**config.mk**
```make
export PLATFORM = sky130hd
export DESIGN_NAME = mem_port_arbiter
export DESIGN_NICKNAME = d
export VERILOG_FILES = /design/src/rtl/mem_arb_pkg.sv /design/src/rtl/rr_arbiter2.sv /design/src/rtl/mem_port_arbiter.sv
export SDC_FILE = /design/constraint.sdc
export NUM_CORES = 1
export LEC_CHECK = 0
export ABC_AREA = 0
export CORE_ASPECT_RATIO = 1.4
export CORE_MARGIN = 5
export CORE_UTILIZATION = 43
export CTS_CLUSTER_SIZE = 30
export DETAILED_ROUTE_END_ITERATION = 7
export PLACE_DENSITY = 0.86
export SLEW_MARGIN = 20
export SYNTH_ARGS = -nofsm -noshare
export SYNTH_HDL_FRONTEND = slang
export SYNTH_SLANG_ARGS = --single-unit
```
**constraint.sdc**
```tcl
create_clock -name clk -period 3.81 [get_ports clk]
set_input_delay 1.143 -clock clk [delete_from_list [all_inputs] [get_ports clk]]
set_output_delay 1.143 -clock clk [all_outputs]
set_load 0.01 [all_outputs]
```
**src/rtl/mem_arb_pkg.sv**
```systemverilog
// Shared definitions for the program/data RAM port arbiter: FSM state codes,
// owner codes and the requester bit positions used in the request/grant vectors.
package mem_arb_pkg;

    typedef enum logic [1:0] {
        ST_IDLE  = 2'd0,
        ST_ISSUE = 2'd1,
        ST_DONE  = 2'd2
    } state_t;

    localparam logic [1:0] OWN_NONE = 2'b00;
    localparam logic [1:0] OWN_CPU  = 2'b01;
    localparam logic [1:0] OWN_DBG  = 2'b10;

    // Bit positions of each requester inside the req/grant vectors
    localparam int REQ_CPU = 0;
    localparam int REQ_DBG = 1;

    // Map a one-hot (or empty) grant vector onto the owner code
    function automatic logic [1:0] grant_to_owner(input logic [1:0] grant);
        if (grant[REQ_DBG]) begin
            return OWN_DBG;
        end
        if (grant[REQ_CPU]) begin
            return OWN_CPU;
        end
        return OWN_NONE;
    endfunction

endpackage

```
**src/rtl/rr_arbiter2.sv**
```systemverilog
// Two-way round-robin arbiter with a debug lock. Purely combinational; the
// caller owns the last_grant register (1 = debug was granted most recently).
module rr_arbiter2
    import mem_arb_pkg::*;
(
    input  logic [1:0] req,
    input  logic       lock,
    input  logic       last_grant,
    output logic [1:0] grant
);

    // Lock hands the memory to debug only; otherwise a tie goes to whoever lost last time
    always_comb begin
        grant = 2'b00;
        if (lock) begin
            grant[REQ_DBG] = req[REQ_DBG];
        end else if (req[REQ_CPU] && req[REQ_DBG]) begin
            if (last_grant) begin
                grant[REQ_CPU] = 1'b1;
            end else begin
                grant[REQ_DBG] = 1'b1;
            end
        end else begin
            grant = req;
        end
    end

endmodule

```
**src/rtl/mem_port_arbiter.sv**
```systemverilog
// Shares the single-port synchronous RAM between the CPU datapath and the
// debug/loader port. Every access walks IDLE -> ISSUE -> DONE: requests are
// sampled and latched in IDLE, the RAM is strobed in ISSUE and the winner is
// acknowledged in DONE, where read data arrives from the RAM.
module mem_port_arbiter
    import mem_arb_pkg::*;
#(
    parameter int AW = 8,
    parameter int DW = 8
) (
    input  logic          clk,
    input  logic          rst,
    input  logic          cpu_req,
    input  logic          cpu_we,
    input  logic [AW-1:0] cpu_addr,
    input  logic [DW-1:0] cpu_wdata,
    output logic          cpu_ack,
    output logic [DW-1:0] cpu_rdata,
    output logic          cpu_stall,
    input  logic          dbg_req,
    input  logic          dbg_we,
    input  logic [AW-1:0] dbg_addr,
    input  logic [DW-1:0] dbg_wdata,
    input  logic          dbg_lock,
    output logic          dbg_ack,
    output logic [DW-1:0] dbg_rdata,
    output logic          mem_en,
    output logic          mem_we,
    output logic [AW-1:0] mem_addr,
    output logic [DW-1:0] mem_wdata,
    input  logic [DW-1:0] mem_rdata,
    output logic [1:0]    owner
);

    state_t        state;
    state_t        state_next;
    logic [1:0]    grant;
    logic [1:0]    winner;
    logic          last_grant;
    logic          lat_we;
    logic [AW-1:0] lat_addr;
    logic [DW-1:0] lat_wdata;
    logic [DW-1:0] cpu_hold;
    logic [DW-1:0] dbg_hold;

    rr_arbiter2 u_arb (
        .req        ({dbg_req, cpu_req}),
        .lock       (dbg_lock),
        .last_grant (last_grant),
        .grant      (grant)
    );

    // State register; reset abandons any in-flight access without an ack
    always_ff @(posedge clk) begin
        if (!rst) begin
            state <= ST_IDLE;
        end else begin
            state <= state_next;
        end
    end

    // Next state plus the RAM strobe, acks and owner; strobes and acks are held off while rst is low
    always_comb begin
        state_next = state;
        mem_en     = 1'b0;
        mem_we     = 1'b0;
        cpu_ack    = 1'b0;
        dbg_ack    = 1'b0;
        owner      = OWN_NONE;
        case (state)
            ST_IDLE: begin
                if (|grant) begin
                    state_next = ST_ISSUE;
                end
            end
            ST_ISSUE: begin
                state_next = ST_DONE;
                mem_en     = rst;
                mem_we     = rst & lat_we;
                owner      = winner;
            end
            ST_DONE: begin
                state_next = ST_IDLE;
                cpu_ack    = rst && (winner == OWN_CPU);
                dbg_ack    = rst && (winner == OWN_DBG);
                owner      = winner;
            end
            default: begin
                state_next = ST_IDLE;
            end
        endcase
    end

    // Capture the winner's command at the grant so requesters may change their inputs afterwards
    always_ff @(posedge clk) begin
        if (!rst) begin
            winner     <= OWN_NONE;
            last_grant <= 1'b1;
            lat_we     <= 1'b0;
            lat_addr   <= '0;
            lat_wdata  <= '0;
        end else if ((state == ST_IDLE) && (|grant)) begin
            winner     <= grant_to_owner(grant);
            last_grant <= grant[REQ_DBG];
            lat_we     <= grant[REQ_DBG] ? dbg_we    : cpu_we;
            lat_addr   <= grant[REQ_DBG] ? dbg_addr  : cpu_addr;
            lat_wdata  <= grant[REQ_DBG] ? dbg_wdata : cpu_wdata;
        end
    end

    // Keep the last read result per requester so rdata stays stable between accesses
    always_ff @(posedge clk) begin
        if (!rst) begin
            cpu_hold <= '0;
            dbg_hold <= '0;
        end else if ((state == ST_DONE) && !lat_we) begin
            if (winner == OWN_CPU) begin
                cpu_hold <= mem_rdata;
            end
            if (winner == OWN_DBG) begin
                dbg_hold <= mem_rdata;
            end
        end
    end

    assign mem_addr  = lat_addr;
    assign mem_wdata = lat_wdata;
    assign cpu_rdata = (cpu_ack && !lat_we) ? mem_rdata : cpu_hold;
    assign dbg_rdata = (dbg_ack && !lat_we) ? mem_rdata : dbg_hold;
    assign cpu_stall = cpu_req & ~cpu_ack;

endmodule

```
# Word-level counts from Yosys, hierarchy flattened

Cells that the tools add are included.

Eq/ne operators: 5
Multipliers: 0
Bitwise gates (word level): 3
Div/mod/pow operators: 0
Reductions and logical operators: 13
Add/subtract/negate cells: 0
Shifts and indexed selects: 0
Order comparisons: 0
Muxes and demuxes: 28

Operators with widths:

| kind                                                                    | number |
|---|---|
| 8-bit 2-to-1 mux                                                        | 4 |
| 1-bit 2-to-1 mux                                                        | 16 |
| 2-bit 2-to-1 mux                                                        | 7 |
| 1-bit logical AND                                                       | 7 |
| 2-bit by 1-bit equality test with 1-bit output, second input constant   | 2 |
| 2-bit equality test, second input constant                              | 2 |
| 2-bit case mux with 2 select lines                                      | 1 |
| 2-bit AND reduction                                                     | 2 |
| 2-bit OR reduction                                                      | 2 |
| 1-bit AND                                                               | 2 |
| 2-bit logical NOT                                                       | 1 |
| 2-bit by 1-bit inequality test with 1-bit output, second input constant | 1 |
| 1-bit logical NOT                                                       | 1 |
| 1-bit NOT                                                               | 1 |

Word-level logic and storage cells: 57
Output and inout bits: 39
Latch bits: 0
Memory bits (writable): 0
Memory bits (read-only): 0
Memories kept: 0
Register bits: 38

# Longest topological paths before layout

Gate-level depths: netlist of run 1.

Depth in word-level cells: 12
Mapped depth: 6
Gate-level depth less buffers: 5

# By module

From an unflattened synthesis of run 1, not the netlist that was laid out.

Cell total of the unflattened synthesis: 169
Area, all modules: 1850.5 sq um

By module, submodules not included:

| module           | cells an instance | seq. area each (sq um) | area an instance (sq um) | instances |
|---|---|---|---|---|
| mem_port_arbiter | 165               | 760.7                  | 1814.2                   | 1 |
| rr_arbiter2      | 4                 | 0.0                    | 36.3                     | 1 |

# Worst setup path before layout of run 1

OpenSTA, ideal clock, no wires.

Path type: input to output
From: input port rst
To: output port cpu_rdata[5]
Data required time: 2667 ps
Buffers on the path: 2
Stages on the path: 5
Arrival: 2106 ps
Setup slack: 561 ps
Path through: buf_6 nand2_4 nor3_4 buf_8 mux2_4

Cells in the longest elaborated chain, start to end: 4

RTL lines:

| what              | line                    | RTL |
|---|---|---|
| from (decl)       | mem_port_arbiter.sv:12  | `input logic rst,` |
| 1-bit logical AND | mem_port_arbiter.sv:84  | `cpu_ack = rst && (winner == OWN_CPU);` |
| 1-bit 2-to-1 mux  | mem_port_arbiter.sv:70  | `case (state)` |
| 1-bit logical AND | mem_port_arbiter.sv:128 | `assign cpu_rdata = (cpu_ack && !lat_we) ? mem_rdata : cpu_hold;` |
| 8-bit 2-to-1 mux  | mem_port_arbiter.sv:128 |  |
| to (decl)         | mem_port_arbiter.sv:18  | `output logic [DW-1:0] cpu_rdata,` |

No other way between the ends.

# Final worst setup path of run 1

From: input port rst
To: output port cpu_rdata[3]

Same word-level chain as after synthesis.

==> results of run 1 <==
## power by group through the flow
| stage | combinational (mW) | clock (mW) | sequential [mW] |
|---|---|---|---|
| finish | 0.227 | 0.264 | 0.445 |
| global route | 0.249 | 0.290 | 0.449 |
| CTS | 0.230 | 0.274 | 0.445 |
| detailed placement | 0.230 | 0 | 0.454 |
| global placement | 0.227 | 0 | 0.452 |
| floorplan | 0.0966 | 0 | 0.462 |
## layout make-up
cell class | instances | area (um2)
Fill cell | 320 | 1170
Timing Repair Buffer | 95 | 942
Multi-Input combinational cell | 134 | 927
Sequential cell | 38 | 761
Clock buffer | 6 | 82.6
Tap cell | 43 | 53.8
Inverter | 3 | 11.3
## cell usage after synthesis, types with 3 or more instances
library cell,number,area share [%]
dfxtp_1,38,43
ha_1,3,2.1
mux2_4,4,3.4
buf_2,5,1.4
nand2_1,21,4.4
o21ai_0,16,4.5
inv_1,3,0.63
and2_1,4,1.4
a22o_1,16,7.9
mux2_2,12,7.6
clkbuf_1,3,0.63
a21oi_1,35,9.9
## worst min path at each step
stage | cells past startpoint | end | startpoint | slack, ns
finish | 1 | cpu_hold[4] | cpu_hold[4] | 0.47
CTS | 1 | cpu_hold[6] | cpu_hold[6] | 0.48
detailed placement | 1 | cpu_hold[3] | cpu_hold[3] | 0.46
global placement | 1 | cpu_hold[1] | cpu_hold[1] | 0.45
global route | 1 | cpu_hold[6] | cpu_hold[6] | 0.49
floorplan | 1 | cpu_hold[0] | cpu_hold[0] | 0.44
## stage by stage
| stage | util (%) | setup WS [ns] | setup TNS [ns] | hold slack (ns) | power, mW |
|---|---|---|---|---|---|
| finish | 70.3 | 0.0935 | 0 | 0.473 | 0.937 |
| CTS | 70.3 | 0.0850 | 0 | 0.478 | 0.949 |
| detailed placement | 67.6 | -0.292 | -4.27 | 0.456 | 0.684 |
| global route | 70.3 | 0.0426 | 0 | 0.493 | 0.988 |
| floorplan | - | 0.561 | 0 | 0.438 | 0.559 |
| global placement | 67.6 | -0.269 | -4.01 | 0.453 | 0.680 |
## what timing repair did
item,4_1_cts,5_1_grt
setup endpoints to repair,17,0
endpoints found under the hold margin,0,0
buffers inserted,4,0
resized for setup,17,0
## sequential cells by signal, summed over array words and instances (netlist names)
register	count
winner	2
dbg_hold	8
state	2
last_grant	1
lat_we	1
cpu_hold	8
mem_wdata	8
mem_addr	8
## cells by family after synthesis
kind of cell | after synthesis | synth area share (%)
compound gates | 74 | 25.8
mux | 17 | 11.5
buf+inv | 14 | 5.00
fa+ha+maj | 3 | 2.11
simple gates | 40 | 12.7
flops | 38 | 42.8
## layer usage
layer	up-vias	global-route usage, %	share of wire [%]
met2	73	27.6	47
met1	760	18.3	40
li1	844	-	-
met5	-	0	0
met4	0	6.48	1.9
met3	9	7.86	12
==> flow_metrics.py, run 1 <==
metrics = {
    "clock_tree": {
        "cts_max_level": 2,
        "clock_path_buffers": 2,
        "cts_tree": "done",
        "holdBufCountCts": 0,
        "cts-root-buf": "clkbuf_8",
        "cts_buffers": 5,
        "cts_sinks": 38,
        "clock_latency_ns": 0.28,
        "path_clk_slew_ns": 0.06,
    },
    "grt": {
        "track_usage_pct": 16.7,
        "grt_pass1_wl_um": 7490,
        "grt_overflow": 0,
        "antenna_found_initial": 0,
        "grt_max_degree": 27,
        "grt_pass1_vias": 1661,
    },
    "power": {
        "p_int_uw": 690,
        "p_sw_uw": 247,
        "p_seq_share_pct": 47.5,
        "combPwrFrac_pct": 24.3,
        "swShare_pct": 26.3,
        "p_clk_share_pct": 28.2,
        "vdd_drop_max_mv": 0.332,
        "power.leakage_nw": 1.19,
        "power.density_nw_per_um2": 337,
    },
    "cells_and_area": {
        "syn_to_final_growth_pct": 56.3,
        "diodes": 0,
        "final_area_um2": 2780,
        "final_common_cell": "clkdlybuf4s50_1",
        "layout_common_cells": "clkdlybuf4s50_1 (68), dfxtp_1 (38), a21oi_1 (35), nand2_1 (21), dlygate4sd2_1 (17)",
        "fin_nets": 327,
        "finalNonFillerCells": 319,
        "drive_above_1_share_pct": 13.4,
    },
    "min_path": {
        "min_path_type": "register to register",
    },
    "worst_setup_path": {
        "crit_end": "cpu_rdata[3]",
        "required_ns": 2.67,
        "r2r-start": "state[0]",
        "crit_buf_inv": 4,
        "r2r_slack_ns": 2.23,
        "cpMostUsedCell": "dlygate4sd2_1",
        "cp_max_fo": 7,
        "crit_start": "rst",
        "startpoint_type": "input port",
        "path_delay_family": "buffers and inverters",
        "cp.depth": 7,
        "slowest_stage": "mux2_2",
        "reg2reg_depth": 8,
        "critPathCaptureType": "output port",
        "critical_path_class": "input port to output port",
        "timing.rr.end": "cpu_hold[6]",
        "crit_arrival_ns": 2.57,
        "path_cells": "dlygate4sd2_1 > nand2_4 > nor3_4 > buf_12 > buf_4 > mux2_2 > dlygate4sd2_1",
        "critical-path-max-stage-delay_ns": 0.32,
    },
    "synthesis": {
        "netlist_area_um2": 1780,
        "avgSynthCellArea_um2": 9.55,
        "synth_nets": 236,
        "synth_warnings": 0,
        "syn_inst": 186,
        "ys_ff_latch": 38,
        "synth_edf_count": 0,
        "yosysSeqAreaShare_pct": 42.8,
        "ys_types": 32,
        "synthArstFlopShare_pct": 0,
        "synth_top_flop_cell": "dfxtp_1",
    },
    "timing": {
        "finalCriticalPeriod_ns": 3.72,
        "fmax_mhz": 269,
        "relSlewSlack_pct": 56.5,
        "finalSetupViolations": 0,
        "drv_slew": 0,
        "grt_setup_unrepaired": "no",
        "hold_viol_final": 0,
        "skew_ns": 0.00563,
        "worstMarginPinSlew_ns": 0.653,
        "timing.final.crit_share_pct": 97.5,
    },
    "die": {
        "die_w_um": 64.3,
        "core.rowCount": 27,
        "die_h_um": 86.1,
        "die_area_um2": 5540,
        "start_util_pct": 45.0,
        "fp.coreArea_um2": 3950,
        "pin_count": 86,
    },
    "drt": {
        "vias": 1686,
        "drt_iter0_drc": 68,
        "ant_nets": 0,
        "route.detailed.drc": 0,
        "avgViaCountPerCell": 5.29,
        "first_pass_iters": 4,
        "detail_route.wl_per_cell_um": 14.9,
        "totalWireLength_um": 4770,
    },
    "place": {
        "placed_area_um2": 2670,
        "hpwl_um": 3540,
        "portBuffers": 85,
        "placedCellCount": 309,
        "gp_congestion": 0.733,
    },
    "status": {
        "status": "finished, final reports clean",
    },
    "flow_run": {
        "drv_cap": 0,
    },
}
Note: power is estimated with default switching activity, not from simulation.
==> run 2, diff against run 1 <==
- CELL_PAD_IN_SITES_DETAIL_PLACEMENT: default -> 2
- CELL_PAD_IN_SITES_GLOBAL_PLACEMENT: default -> 2
- CORE_UTILIZATION: 43 -> 24
- HOLD_SLACK_MARGIN: default -> 0.1
- PLACE_DENSITY: 0.86 -> 0.85
==> flow_metrics.py, run 2 (same netlist as run 1, synthesis figures left out) <==
metrics = {
    "drt": {
        "route.detailed.drc": 0,
        "totalWireLength_um": 6860,
        "vias": 1789,
        "ant_nets": 0,
        "detail_route.wl_per_cell_um": 18.3,
        "drt_iter0_drc": 35,
        "first_pass_iters": 4,
        "avgViaCountPerCell": 4.78,
    },
    "worst_setup_path": {
        "crit_arrival_ns": 2.57,
        "path_cells": "clkbuf_2 > nand2_4 > nor3_4 > buf_6 > buf_16 > buf_4 > mux2_2 > dlygate4sd2_1",
        "startpoint_type": "input port",
        "cp_max_fo": 7,
        "critical_path_class": "input port to output port",
        "critical-path-max-stage-delay_ns": 0.33,
        "critPathCaptureType": "output port",
        "slowest_stage": "mux2_2",
        "required_ns": 2.67,
    },
    "die": {
        "start_util_pct": 24.4,
        "core.rowCount": 37,
        "die_area_um2": 9250,
        "die_w_um": 82.7,
        "die_h_um": 112,
        "pin_count": 86,
        "fp.coreArea_um2": 7270,
    },
    "clock_tree": {
        "cts_sinks": 38,
        "path_clk_slew_ns": 0.07,
        "clock_path_buffers": 2,
        "cts_tree": "done",
        "clock_latency_ns": 0.29,
        "cts-root-buf": "clkbuf_8",
        "cts_buffers": 5,
        "cts_max_level": 2,
    },
    "grt": {
        "grt_pass1_vias": 2064,
        "grt_overflow": 0,
        "grt_pass1_wl_um": 10700,
        "track_usage_pct": 15.2,
        "antenna_found_initial": 0,
        "grt_max_degree": 27,
    },
    "timing": {
        "drv_slew": 0,
        "finalSetupViolations": 0,
        "finalCriticalPeriod_ns": 3.71,
        "tns_ns": 0,
        "worstMarginPinSlew_ns": 0.759,
        "grt_setup_unrepaired": "no",
        "timing.final.crit_share_pct": 97.4,
        "whs_ns": 0.477,
        "hold_viol_final": 0,
        "fmax_mhz": 269,
        "skew_ns": 0.00960,
        "relSlewSlack_pct": 49.4,
    },
    "power": {
        "power.leakage_nw": 1.15,
        "power.density_nw_per_um2": 340,
        "vdd_drop_max_mv": 0.113,
        "total_power_uw": 973,
    },
    "place": {
        "portBuffers": 85,
        "gp_congestion": 0.747,
        "hpwl_um": 5010,
    },
    "min_path": {
        "min_path_type": "register to register",
    },
    "cells_and_area": {
        "layout_common_cells": "clkdlybuf4s50_1 (77), dfxtp_1 (38), a21oi_1 (35), nand2_1 (21)",
        "final_util_pct": 39.4,
        "final_common_cell": "clkdlybuf4s50_1",
        "fin_nets": 326,
        "syn_to_final_growth_pct": 61.3,
        "drive_above_1_share_pct": 13.7,
        "diodes": 0,
    },
    "status": {
        "status": "finished, final reports clean",
    },
    "flow_run": {
        "drv_cap": 0,
    },
}
-- run 2: cell count changes in the layout (fill, tap and decap cells not counted) --
cell,delta
buf_16,+1
clkdlybuf4s50_1,+9
buf_6,+1
clkbuf_2,+1
dlygate4sd2_1,-10
clkbuf_1,+1
clkinv_2,+1
buf_12,-1
buf_4,-2
-- run 2: layout make-up --
type / count / area, um2
Multi-Input combinational cell: 134 / 927
Clock inverter: 1 / 5.00
Clock buffer: 7 / 86.3
Inverter: 3 / 11.3
Tap cell: 97 / 121
Fill cell: 810 / 4400
Timing Repair Buffer: 94 / 953
Sequential cell: 38 / 761
-- run 2: stage by stage --
step / cells / instance area, um2 / setup WS, ns
floorplan: 186 / 1780 / 0.561
global placement: 363 / 2740 / -0.286
global route: 374 / 2870 / 0.0270
CTS: 374 / 2870 / 0.0145
finish: 374 / 2870 / 0.0972
detailed placement: 363 / 2740 / -0.317
-- run 2: final timing paths --
| kind | start | end | slack (ns) | cells after the start |
|---|---|---|---|---|
| worst min-delay path | dbg_hold[4] | dbg_hold[4] | 0.48 | 1 |
| worst max-delay path | rst | dbg_rdata[3] | 0.1 | 8 |
| worst min register to register | dbg_hold[4] | dbg_hold[4] | 0.48 | 1 |
| worst max register to register | state[0] | mem_wdata[7] | 2.11 | 5 |
-- run 2: report_power, final --
part / leakage, nW / internal, mW / switching, mW
clock network: 0.0482 / 0.146 / 0.141
registers: 0.311 / 0.427 / 0.0202
logic: 0.788 / 0.125 / 0.114
-- run 2: what timing repair did --
action                                 4_1_cts  5_1_grt
resized for setup                           11        1
setup buffers                                2        0
endpoints found under the hold margin        0        0
setup endpoints to repair                   19       10
hold buffers                                 0        0
gates cloned                                 1        0
pin swaps                                    1        1
-- run 2: critical path, delay by kind of cell --
| family | cells | cell delay (ns) |
|---|---|---|
| buffers and inverters | 5 | 0.78 |
| multiplexers | 1 | 0.33 |
| AND/OR/NAND/NOR | 2 | 0.31 |
-- run 2: metal layers --
metal | wire length [um] | GRT usage, % | vias to the layer above | share of wire (%)
met3 | 516 | 3.88 | 12 | 7.5
met2 | 3720 | 29.5 | 71 | 54
li1 | - | - | 845 | -
met4 | 175 | 5.34 | 0 | 2.6
met5 | 0 | 0 | - | 0
met1 | 2440 | 14.5 | 861 | 36
